$ cat src/rtl/pp_acc_pkg.sv
// Shared types, default sizes and sign-extension correction for pp_accumulator.
package pp_acc_pkg;

  localparam int PP_W_DEF   = 10;
  localparam int NUM_PP_DEF = 4;
  localparam int PROD_W_DEF = 2 * (PP_W_DEF - 2);

  typedef enum logic {
    ACCUM = 1'b0,
    DONE  = 1'b1
  } accState_e;

  // Each MSB-inverted addend carries a bias of 2^(ppW-1) at its shifted weight.
  // This returns minus the sum of those biases for digits 0..idx, so adding it
  // once turns the biased sum back into the true signed sum.
  function automatic logic [63:0] signCorr(input int idx, input int ppW);
    logic [63:0] s;
    s = '0;
    for (int j = 0; j <= idx; j++) s += 64'd1 << (ppW - 1 + 2 * j);
    return ~s + 64'd1;
  endfunction

  localparam logic [63:0] SIGN_CONST = signCorr(NUM_PP_DEF - 1, PP_W_DEF);

endpackage

$ cat src/rtl/pp_accumulator_pp_align.sv
// pp_align: turns one Booth partial product into a shifted, MSB-inverted addend.
module pp_align
  import pp_acc_pkg::*;
#(
  parameter int PP_W   = PP_W_DEF,
  parameter int PROD_W = PROD_W_DEF,
  parameter int IDX_W  = 2
) (
  input  logic [PP_W-1:0]   ppData,
  input  logic              ppNeg,
  input  logic [IDX_W-1:0]  idx,
  output logic [PROD_W-1:0] addend
);

  logic [PROD_W-1:0] base;
  logic [PROD_W-1:0] negBit;

  // Inverting the MSB makes the value unsigned-positive; the bias is removed later.
  assign base   = {{(PROD_W-PP_W){1'b0}}, ~ppData[PP_W-1], ppData[PP_W-2:0]};
  assign negBit = {{(PROD_W-1){1'b0}}, ppNeg};
  assign addend = (base + negBit) << {idx, 1'b0};

endmodule

$ cat src/rtl/pp_accumulator.sv
// Radix-4 Booth partial-product accumulator with valid/ready on both sides.
// Optional sticky protocol-error output enabled by define PP_ACC_ERR_EN.
module pp_accumulator
  import pp_acc_pkg::*;
#(
  parameter int PP_W   = PP_W_DEF,
  parameter int NUM_PP = NUM_PP_DEF,
  parameter int PROD_W = 2 * (PP_W - 2)
) (
  input  logic              clk,
  input  logic              rst,
  input  logic              pp_valid,
  output logic              pp_ready,
  input  logic [PP_W-1:0]   pp_data,
  input  logic              pp_neg,
  input  logic              pp_last,
  output logic              prod_valid,
  input  logic              prod_ready,
  output logic [PROD_W-1:0] prod
`ifdef PP_ACC_ERR_EN
  ,
  output logic              err
`endif
);

  localparam int IDX_W = (NUM_PP > 1) ? $clog2(NUM_PP) : 1;

  accState_e         state, stateNext;
  logic [IDX_W-1:0]  idx;
  logic [PROD_W-1:0] acc, accNext, addend, prodReg;
  logic [PROD_W-1:0] corrTab [NUM_PP];
  logic              ppHs, prodHs, atLastIdx, finish;

  pp_align #(.PP_W(PP_W), .PROD_W(PROD_W), .IDX_W(IDX_W)) uAlign (
    .ppData (pp_data),
    .ppNeg  (pp_neg),
    .idx    (idx),
    .addend (addend)
  );

  // Bias correction depends only on how many digits were actually summed.
  for (genvar g = 0; g < NUM_PP; g++) begin : gCorr
    localparam logic [63:0] C = signCorr(g, PP_W);
    assign corrTab[g] = C[PROD_W-1:0];
  end

  assign ppHs      = pp_valid & pp_ready;
  assign prodHs    = prod_valid & prod_ready;
  assign atLastIdx = (idx == IDX_W'(NUM_PP - 1));
  assign finish    = ppHs & (pp_last | atLastIdx);
  assign accNext   = acc + addend;
  assign prod      = prodReg;

  always_ff @(posedge clk or posedge rst) begin
    if (rst) state <= ACCUM;
    else     state <= stateNext;
  end

  always_comb begin
    stateNext  = state;
    pp_ready   = 1'b0;
    prod_valid = 1'b0;
    case (state)
      ACCUM: begin
        pp_ready = ~rst;
        if (finish) stateNext = DONE;
      end
      DONE: begin
        prod_valid = 1'b1;
        if (prodHs) stateNext = ACCUM;
      end
      default: stateNext = ACCUM;
    endcase
  end

  always_ff @(posedge clk or posedge rst) begin
    if (rst) begin
      acc     <= '0;
      idx     <= '0;
      prodReg <= '0;
    end else if (prodHs) begin
      acc <= '0;
      idx <= '0;
    end else if (finish) begin
      acc     <= accNext;
      prodReg <= accNext + corrTab[idx];
    end else if (ppHs) begin
      acc <= accNext;
      idx <= idx + IDX_W'(1);
    end
  end

`ifdef PP_ACC_ERR_EN
  // A full-length operation must carry pp_last on its final digit.
  always_ff @(posedge clk or posedge rst) begin
    if (rst)                            err <= 1'b0;
    else if (ppHs & atLastIdx & ~pp_last) err <= 1'b1;
  end
`endif

endmodule

$ cat config.mk
export PLATFORM = sky130hd
export DESIGN_NAME = pp_accumulator
export DESIGN_NICKNAME = d
export VERILOG_FILES = /design/src/rtl/pp_acc_pkg.sv /design/src/rtl/pp_accumulator_pp_align.sv /design/src/rtl/pp_accumulator.sv
export SDC_FILE = /design/constraint.sdc
export NUM_CORES = 1
export LEC_CHECK = 0
export ABC_AREA = 1
export BUFFER_PORTS_ARGS = -buffer_cell sky130_fd_sc_hd__buf_4
export CAP_MARGIN = 20
export CORE_UTILIZATION = 30
export CTS_BUF_LIST = sky130_fd_sc_hd__clkbuf_2 sky130_fd_sc_hd__clkbuf_4 sky130_fd_sc_hd__clkbuf_8
export CTS_CLUSTER_SIZE = 14
export DETAILED_ROUTE_END_ITERATION = 8
export PLACE_DENSITY = 0.47
export SETUP_SLACK_MARGIN = 0.02
export SYNTH_ARGS = -nofsm -noshare
export SYNTH_HDL_FRONTEND = slang
export SYNTH_HIERARCHICAL = 1
export SYNTH_SLANG_ARGS = --single-unit
export TNS_END_PERCENT = 50
$ cat constraint.sdc
create_clock -name clk -period 5 [get_ports clk]
set_input_delay 1 -clock clk [delete_from_list [all_inputs] [get_ports clk]]
set_output_delay 1 -clock clk [all_outputs]
set_load 0.02 [all_outputs]
After elaboration in Yosys (flattened, before gate mapping). Cells that the tools add are included.

Flip-flop bits (word level): 35. Output and inout bits: 18.

Add/sub/neg operators: 4. Muxes and demuxes: 14. Shift operators: 1. Equality and inequality tests: 2. Bitwise gates (word level): 9. Reductions and logical operators: 4. $lt $le $gt $ge: 1.

Operator list (number): $mux 16 (5); $add 16x16->16 (2); $bmux 16 s2 (1); $shl 16x3->16 (1); $add 10x1->11 (1); $mux 2 (3); $mux 1 (4); $not 1->1 (4); $reduce_and 2->1 (2); $and 1x1->1 (3); $ge 3x3->1 const B (1); $not 2->3 (1); $reduce_bool 3->1 (1); $add 2x1->2 const B (1); $eq 2x2->1 const B (1); $ne 2x2->1 const B (1); $pmux 1 s2 (1); $reduce_bool 2->1 (1); $or 1x1->1 (1).

Longest topological paths before layout. Gate-level depths: netlist of run 1.

Depth in word-level cells: 7. Gate-level depth with buffers: 26. Mapped depth without buffers: 26.

Cells and area by module. The synthesis of run 1 kept the hierarchy.

By module, submodules not included: pp_accumulator (sequential area each 875.8 sq um, cells an instance 342, instances 1, area each 2542.4 sq um); pp_align (sequential area each 0.0 sq um, cells an instance 100, instances 1, area each 490.5 sq um).

Worst setup path after synthesis of run 1. No wires, ideal clock.

Path kind: input-to-reg. Start point: in pp_data[0]. End point: reg prodReg[15], in the netlist prod[15]. Setup time: 0.118 ns. Stages: 25. Data arrival time: 3.892 ns. Slack: 0.990 ns. Cell sequence: ha_1 > ha_1 > nand3_2 > nor2_4 > nand2_1 > nand2_1 > nand3_1 > nand3_1 > nand2_1 > ha_1 > nand2_2 > inv_1 > a21oi_1 > nand3_2 > a21oi_2 > xnor2_1 > ha_1 > inv_1 > nor2_1 > nor2_1 > nand2_2 > nand2_2 > nand3_1 > nand3_1 > nand2_1.

Cells in the longest elaborated chain, start to end: 4.

Ends and longest elaborated chain: start, declared (RTL line pp_accumulator.sv:14) `input logic [PP_W-1:0] pp_data,`; $add 10x1->11 (RTL line pp_accumulator_pp_align.sv:21) `assign addend = (base + negBit) << {idx, 1'b0};`; $shl 16x3->16 (RTL line pp_accumulator_pp_align.sv:21); named net addend[8] (RTL line pp_accumulator.sv:30) `logic [PROD_W-1:0] acc, accNext, addend, prodReg;`; $add 16x16->16 (RTL line pp_accumulator.sv:51) `assign accNext = acc + addend;`; $add 16x16->16 (RTL line pp_accumulator.sv:86) `prodReg <= accNext + corrTab[idx];`; end signal, assigned (RTL line pp_accumulator.sv:86); end, declared (RTL line pp_accumulator.sv:30).

The timed path passes the listed nets, and every way through them passes these cells. A chain may end at the register's enable or synchronous reset.

Worst setup path in the final report of run 1. Ends and elaborated chain as after synthesis.

==> impl_metrics.env, run 1 <==
export IMPL_grt_pass1_vias=2755
export IMPL_end_kind="register"
export IMPL_p_seq_share_pct=19.2
export IMPL_htree_num_levels=2
export IMPL_synth_distinct_cells=30
export IMPL_power_density_mw_per_mm2=746
export IMPL_setup_violations=0
export IMPL_post_cts_buffers=0
export IMPL_slew_viol_final=0
export IMPL_comb_power_share_pct=72.8
export IMPL_cts_max_path_buffers=2
export IMPL_area_growth_pct=15.6
export IMPL_grt_ovfl_total=0
export IMPL_via_per_inst=4.64
export IMPL_max_slew_worst_pin_slew_ps=932
export IMPL_ant_nets=0
export IMPL_post_synth_top_count_cell="nand2_1"
export IMPL_outcome="complete, no violations"
export IMPL_syn_nets=482
export IMPL_synth_edf_count=0
export IMPL_worstHoldPathType="reg -> reg"
export IMPL_start_util_pct=31.0
export IMPL_rsz0062_at_grt="false"
export IMPL_synth_area_leader_cell="dfrtp_1"
export IMPL_clk_pin_slew_ps=80
export IMPL_fmax_mhz=237
export IMPL_clkPwrFrac_pct=8.0
export IMPL_hpwl_microns=6220
export IMPL_worstPathMaxFanout=5
export IMPL_grt_max_degree=36
export IMPL_async_reset_ff_share_pct=100
export IMPL_min_period_ps=4220
export IMPL_synth_top_flop_cell="dfrtp_1"
export IMPL_max_slew_margin_pct=37.7
export IMPL_core_area_sq_mm=0.00977
export IMPL_finalCritPeriodShare_pct=84.3
export IMPL_place_congestion=0.831
export IMPL_switching_share_pct=54.7
export IMPL_setup_tns_ps=0
export IMPL_drive_gt1_share_pct=17.8
export IMPL_fill_cells=1075
export IMPL_synth_area_leaders="dfrtp_1, nand2_1, nand3_1"
export IMPL_die_y_microns=103
export IMPL_cts_root_buf="clkbuf_8"
export IMPL_drc_errors=0
export IMPL_irDropWorstVdd_mv=0.296
export IMPL_cts_tree="done"
export IMPL_ios=34
export IMPL_finalPower_mw=2.62
export IMPL_intPower_mw=1.18
export IMPL_via_count=2809
export IMPL_ctsHoldBuffers=0
export IMPL_critical_path_class="in -> reg"
export IMPL_fin_util_pct=35.9
export IMPL_crit_path_top_delay_cell="ha_1"
export IMPL_final_nets=512
export IMPL_portBuffers=33
export IMPL_grt_pass1_wl_microns=13200
export IMPL_post_synth_cell_area_avg_sq_um=6.86
export IMPL_cts_sinks=35
export IMPL_drv_cap=0
export IMPL_path_delay_family="simple AND/OR/NAND/NOR gates"
export IMPL_hold_viol=0
export IMPL_worst_path_largest_cell_delay_ps=390
export IMPL_leakage_nw=1.85
export IMPL_wire_per_inst_microns=12.8
export IMPL_antenna_cells=0
export IMPL_synthCells=442
export IMPL_clkLatencyLatePin_ps=290
export IMPL_yosysWarnings=6
export IMPL_synth_common_cells="nand2_1, nand3_1, inv_1"
export IMPL_arrival_ps=4400
export IMPL_num_rows=36
export IMPL_cp_num_buf_inv=3
export IMPL_synth_seq_cells=35
export IMPL_antenna_found_initial=0
export IMPL_die_w_microns=103
export IMPL_drt_iter0_drc=172
export IMPL_grt_usage_pct=16.3
export IMPL_post_cts_resized=0
export IMPL_ys_seq_area_share_pct=28.9
export IMPL_yosysTopAreaCellShare_pct=28.9
export IMPL_first_pass_iters=5
export IMPL_numCtsBuffers=5
export IMPL_fin_worst_skew_ps=6.00
export IMPL_die_area_sq_mm=0.0105
export IMPL_netSwitchingPower_mw=1.43
export IMPL_start_kind="input port"
export IMPL_cp_required_ps=5190
export IMPL_synthesis_area_sq_mm=0.00303
export IMPL_finalWirelength_microns=7750
-- tightest hold or removal path, stage by stage, from the launching register on --
cell and delay, ps:
dfrtp_1 350, nand2_1 50, nand2_1 60
-- metal layers --
layer	wire length, microns	track usage [%]	share of wire [%]
met5	0	0	0
met4	68	4.84	0.88
met3	228	1.90	2.9
met2	3330	25.6	43
met1	4110	23.3	53
-- power by group through the flow --
| stage | Clock, mW | Sequential [mW] | Combinational (mW) |
|---|---|---|---|
| after floorplan | 0 | 0.545 | 1.39 |
| after global placement | 0 | 0.511 | 1.90 |
| after detailed placement | 0 | 0.512 | 1.90 |
| after CTS | 0.221 | 0.506 | 1.91 |
| after global routing | 0.231 | 0.526 | 2.18 |
| final | 0.210 | 0.503 | 1.90 |
-- final cells by class --
cell class	count	area (sq um)	area share, %
multi-input combinational	346	1930	55.0
sequential	35	876	25.0
timing repair buffer	35	263	7.49
inverter	49	184	5.24
tap	133	166	4.74
clock buffer	5	68.8	1.96
clock inverter	3	20.0	0.571
-- cells in the final DEF (no fill, tap or decap) --
| cell type | n |
|---|---|
| a21oi_1 | 7 |
| a21oi_2 | 2 |
| a21oi_4 | 1 |
| buf_4 | 35 |
| clkbuf_8 | 5 |
| clkinv_2 | 1 |
| clkinvlp_4 | 2 |
| dfrtp_1 | 35 |
| fa_1 | 1 |
| ha_1 | 23 |
| inv_1 | 46 |
| inv_2 | 3 |
| nand2_1 | 126 |
| nand2_2 | 14 |
| nand2_4 | 1 |
| nand3_1 | 66 |
| nand3_2 | 8 |
| nand3b_1 | 1 |
| nand4_1 | 9 |
| nor2_1 | 25 |
| nor2_2 | 5 |
| nor2_4 | 2 |
| nor3_1 | 2 |
| o21ai_0 | 30 |
| o21ai_1 | 3 |
| o21ai_2 | 1 |
| o21bai_1 | 1 |
| o21bai_2 | 2 |
| or2_2 | 1 |
| xnor2_1 | 7 |
| xor2_1 | 7 |
| xor2_2 | 1 |
-- stage by stage --
step / instance area [sq um] / setup slack, ps / std cells / hold slack, ps
finish: 3510 / 785 / 606 / 492
global route: 3510 / 367 / 606 / 526
CTS: 3510 / 785 / 606 / 497
detailed placement: 3420 / 462 / 598 / 474
global placement: 3420 / 502 / 598 / 475
floorplan: 3030 / 990 / 442 / 482
-- sequential cells by signal (all words and copies together), names as in the netlist --
signal	flops
prod	16
idx	2
state	1
acc	16
-- path summary, 6_finish.rpt --
check / depth (start not counted) / startpoint / slack [ps] / to
min in group asynchronous: 3 / rst / 820 / prod[15]$_DFFE_PP0P_
setup / recovery: 26 / pp_data[0] / 780 / prod[15]$_DFFE_PP0P_
hold reg to reg: 2 / prod[2]$_DFFE_PP0P_ / 490 / prod[2]$_DFFE_PP0P_
setup reg to reg: 20 / idx[0]$_DFFE_PP0P_ / 1220 / prod[15]$_DFFE_PP0P_
max in group asynchronous: 3 / rst / 3850 / acc[1]$_DFFE_PP0P_
hold / removal: 2 / prod[2]$_DFFE_PP0P_ / 490 / prod[2]$_DFFE_PP0P_
-- kinds of logic (layout without fill, tap and decap cells) --
family	count (synthesis)	in the layout	share of synthesized area, %
adders and majority gates	24	24	10.1
xor gates and xnor gates	15	15	4.58
buffers and inverters	61	92	7.63
AOI/OAI and AO/OA	47	47	8.87
DFF	35	35	28.9
and+or+nand+nor	260	260	39.9
(Power assumes the default switching activity.)
==> run 2: changes to the inputs <==
- PLACE_DENSITY: 0.47 -> 0.49
- clock period: 5 -> 3.6 ns (I/O delays scaled with it)
==> impl_metrics.env, run 2 (synthesized netlist as in run 1, its figures left out) <==
export IMPL_outcome="complete, no violations"
export IMPL_finalPower_mw=4.67
export IMPL_setup_violations=0
export IMPL_first_pass_iters=4
export IMPL_final_common_cell="nand2_1"
export IMPL_via_per_inst=4.66
export IMPL_crit_top_cell="nand2_2"
export IMPL_leakage_nw=2.22
export IMPL_worst_path_largest_cell_delay_ps=280
export IMPL_cp_required_ps=3780
export IMPL_worstPathMaxFanout=4
export IMPL_max_slew_worst_pin_slew_ps=649
export IMPL_via_count=3130
export IMPL_drc_errors=0
export IMPL_grt_max_degree=36
export IMPL_area_growth_pct=39.6
export IMPL_worstHoldPathType="reg -> reg"
export IMPL_slew_viol_final=0
export IMPL_crit_path_top_delay_cell="ha_1"
export IMPL_num_rows=36
export IMPL_hpwl_microns=6770
export IMPL_setup_tns_ps=0
export IMPL_critical_path_class="in -> reg"
export IMPL_r2r_start="idx[0]$_DFFE_PP0P_"
export IMPL_clk_pin_slew_ps=70
export IMPL_end_kind="register"
export IMPL_min_from="prod[15]$_DFFE_PP0P_"
export IMPL_cts_sinks=35
export IMPL_drv_cap=0
export IMPL_fin_cells=672
export IMPL_clkLatencyLatePin_ps=290
export IMPL_cts_tree="done"
export IMPL_die_y_microns=103
export IMPL_grt_usage_pct=18.0
export IMPL_final_nets=579
export IMPL_grt_pass1_wl_microns=14600
export IMPL_wire_per_inst_microns=13.0
export IMPL_start_util_pct=31.0
export IMPL_antenna_cells=0
export IMPL_min_period_ps=3540
export IMPL_grt_pass1_vias=3061
export IMPL_hold_viol=0
export IMPL_fmax_mhz=282
export IMPL_final_cell_mix="nand2_1, buf_4, nand3_1"
export IMPL_core_area_sq_mm=0.00977
export IMPL_start_kind="input port"
export IMPL_ios=34
export IMPL_die_area_sq_mm=0.0105
export IMPL_irDropWorstVdd_mv=0.611
export IMPL_fin_worst_skew_ps=4.77
export IMPL_finalCritPeriodShare_pct=98.4
export IMPL_numCtsBuffers=5
export IMPL_ant_nets=0
export IMPL_max_slew_margin_pct=56.7
export IMPL_portBuffers=33
export IMPL_place_inst=655
export IMPL_rsz0062_at_grt="true"
export IMPL_grt_ovfl_total=0
export IMPL_place_area_sq_mm=0.00391
export IMPL_cts_max_path_buffers=2
export IMPL_design_area_sq_mm=0.00424
export IMPL_finalWirelength_microns=8740
export IMPL_fill_cells=1050
export IMPL_power_density_mw_per_mm2=1100
export IMPL_arrival_ps=3720
export IMPL_die_w_microns=103
export IMPL_crit_start="pp_neg"
export IMPL_drt_iter0_drc=111
export IMPL_antenna_found_initial=0
export IMPL_place_congestion=0.830
export IMPL_cts_root_buf="clkbuf_8"
export IMPL_drive_gt1_share_pct=34.5
export IMPL_htree_num_levels=2
==> run 2: final cells by class <==
class                   instances  area [sq um]  share of cell area, %
clock buffers                   6          82.6                   1.95
flip-flops and latches         35           876                   20.7
multi-input cells             346          2140                   50.5
well taps                     133           166                   3.93
repair buffers                102           781                   18.4
inverters                      49           184                   4.34
clock inverters                 1          5.00                  0.118
==> run 2: routing by layer <==
metal,wire length (microns),part of all wire (%),GRT usage (%)
met5,0,0,0
met4,102,1.2,4.29
met3,199,2.3,1.63
met2,3900,45,29.0
met1,4530,52,26.1
==> run 2: worst max-delay path: cells and delay by family <==
kind	cells	cell delay, ps
xor+xnor	1	150
fa+ha+maj	4	820
simple gates	16	1310
buf+inv	4	320
compound gates	2	370
==> run 2: where the power goes <==
| part | internal, mW | leakage [nW] | total [mW] | switching (mW) |
|---|---|---|---|---|
| sequential | 0.558 | 0.451 | 0.667 | 0.109 |
| clock | 0.150 | 0.0470 | 0.299 | 0.149 |
| combinational | 1.68 | 1.72 | 3.71 | 2.03 |
==> run 2: repair_timing <==
action | 4_1_cts | 5_1_grt
setup endpoints to repair | 3 | 5
resized for setup | 12 | 26
hold buffers | 0 | 0
setup buffers | 2 | 7
pin swaps | 12 | 35
==> run 2: worst paths after layout <==
check	endpoint	depth (start not counted)	slack [ps]
worst max-delay path	prod[15]$_DFFE_PP0P_	27	60
min in group asynchronous	prod[7]$_DFFE_PP0P_	3	540
worst max register to register	prod[15]$_DFFE_PP0P_	22	370
worst min register to register	prod[15]$_DFFE_PP0P_	2	480
worst min-delay path	prod[15]$_DFFE_PP0P_	2	480
max in group asynchronous	prod[15]$_DFFE_PP0P_	3	2720
==> run 2: metrics by stage <==
stage	setup slack (ps)	util [%]	hold slack, ps
2_1_floorplan	47.7	-	482
3_3_place_gp	-289	40.0	467
3_5_place_dp	-357	40.0	467
4_1_cts	22.5	41.6	487
5_1_grt	-184	43.3	514
6_report	56.0	43.3	480
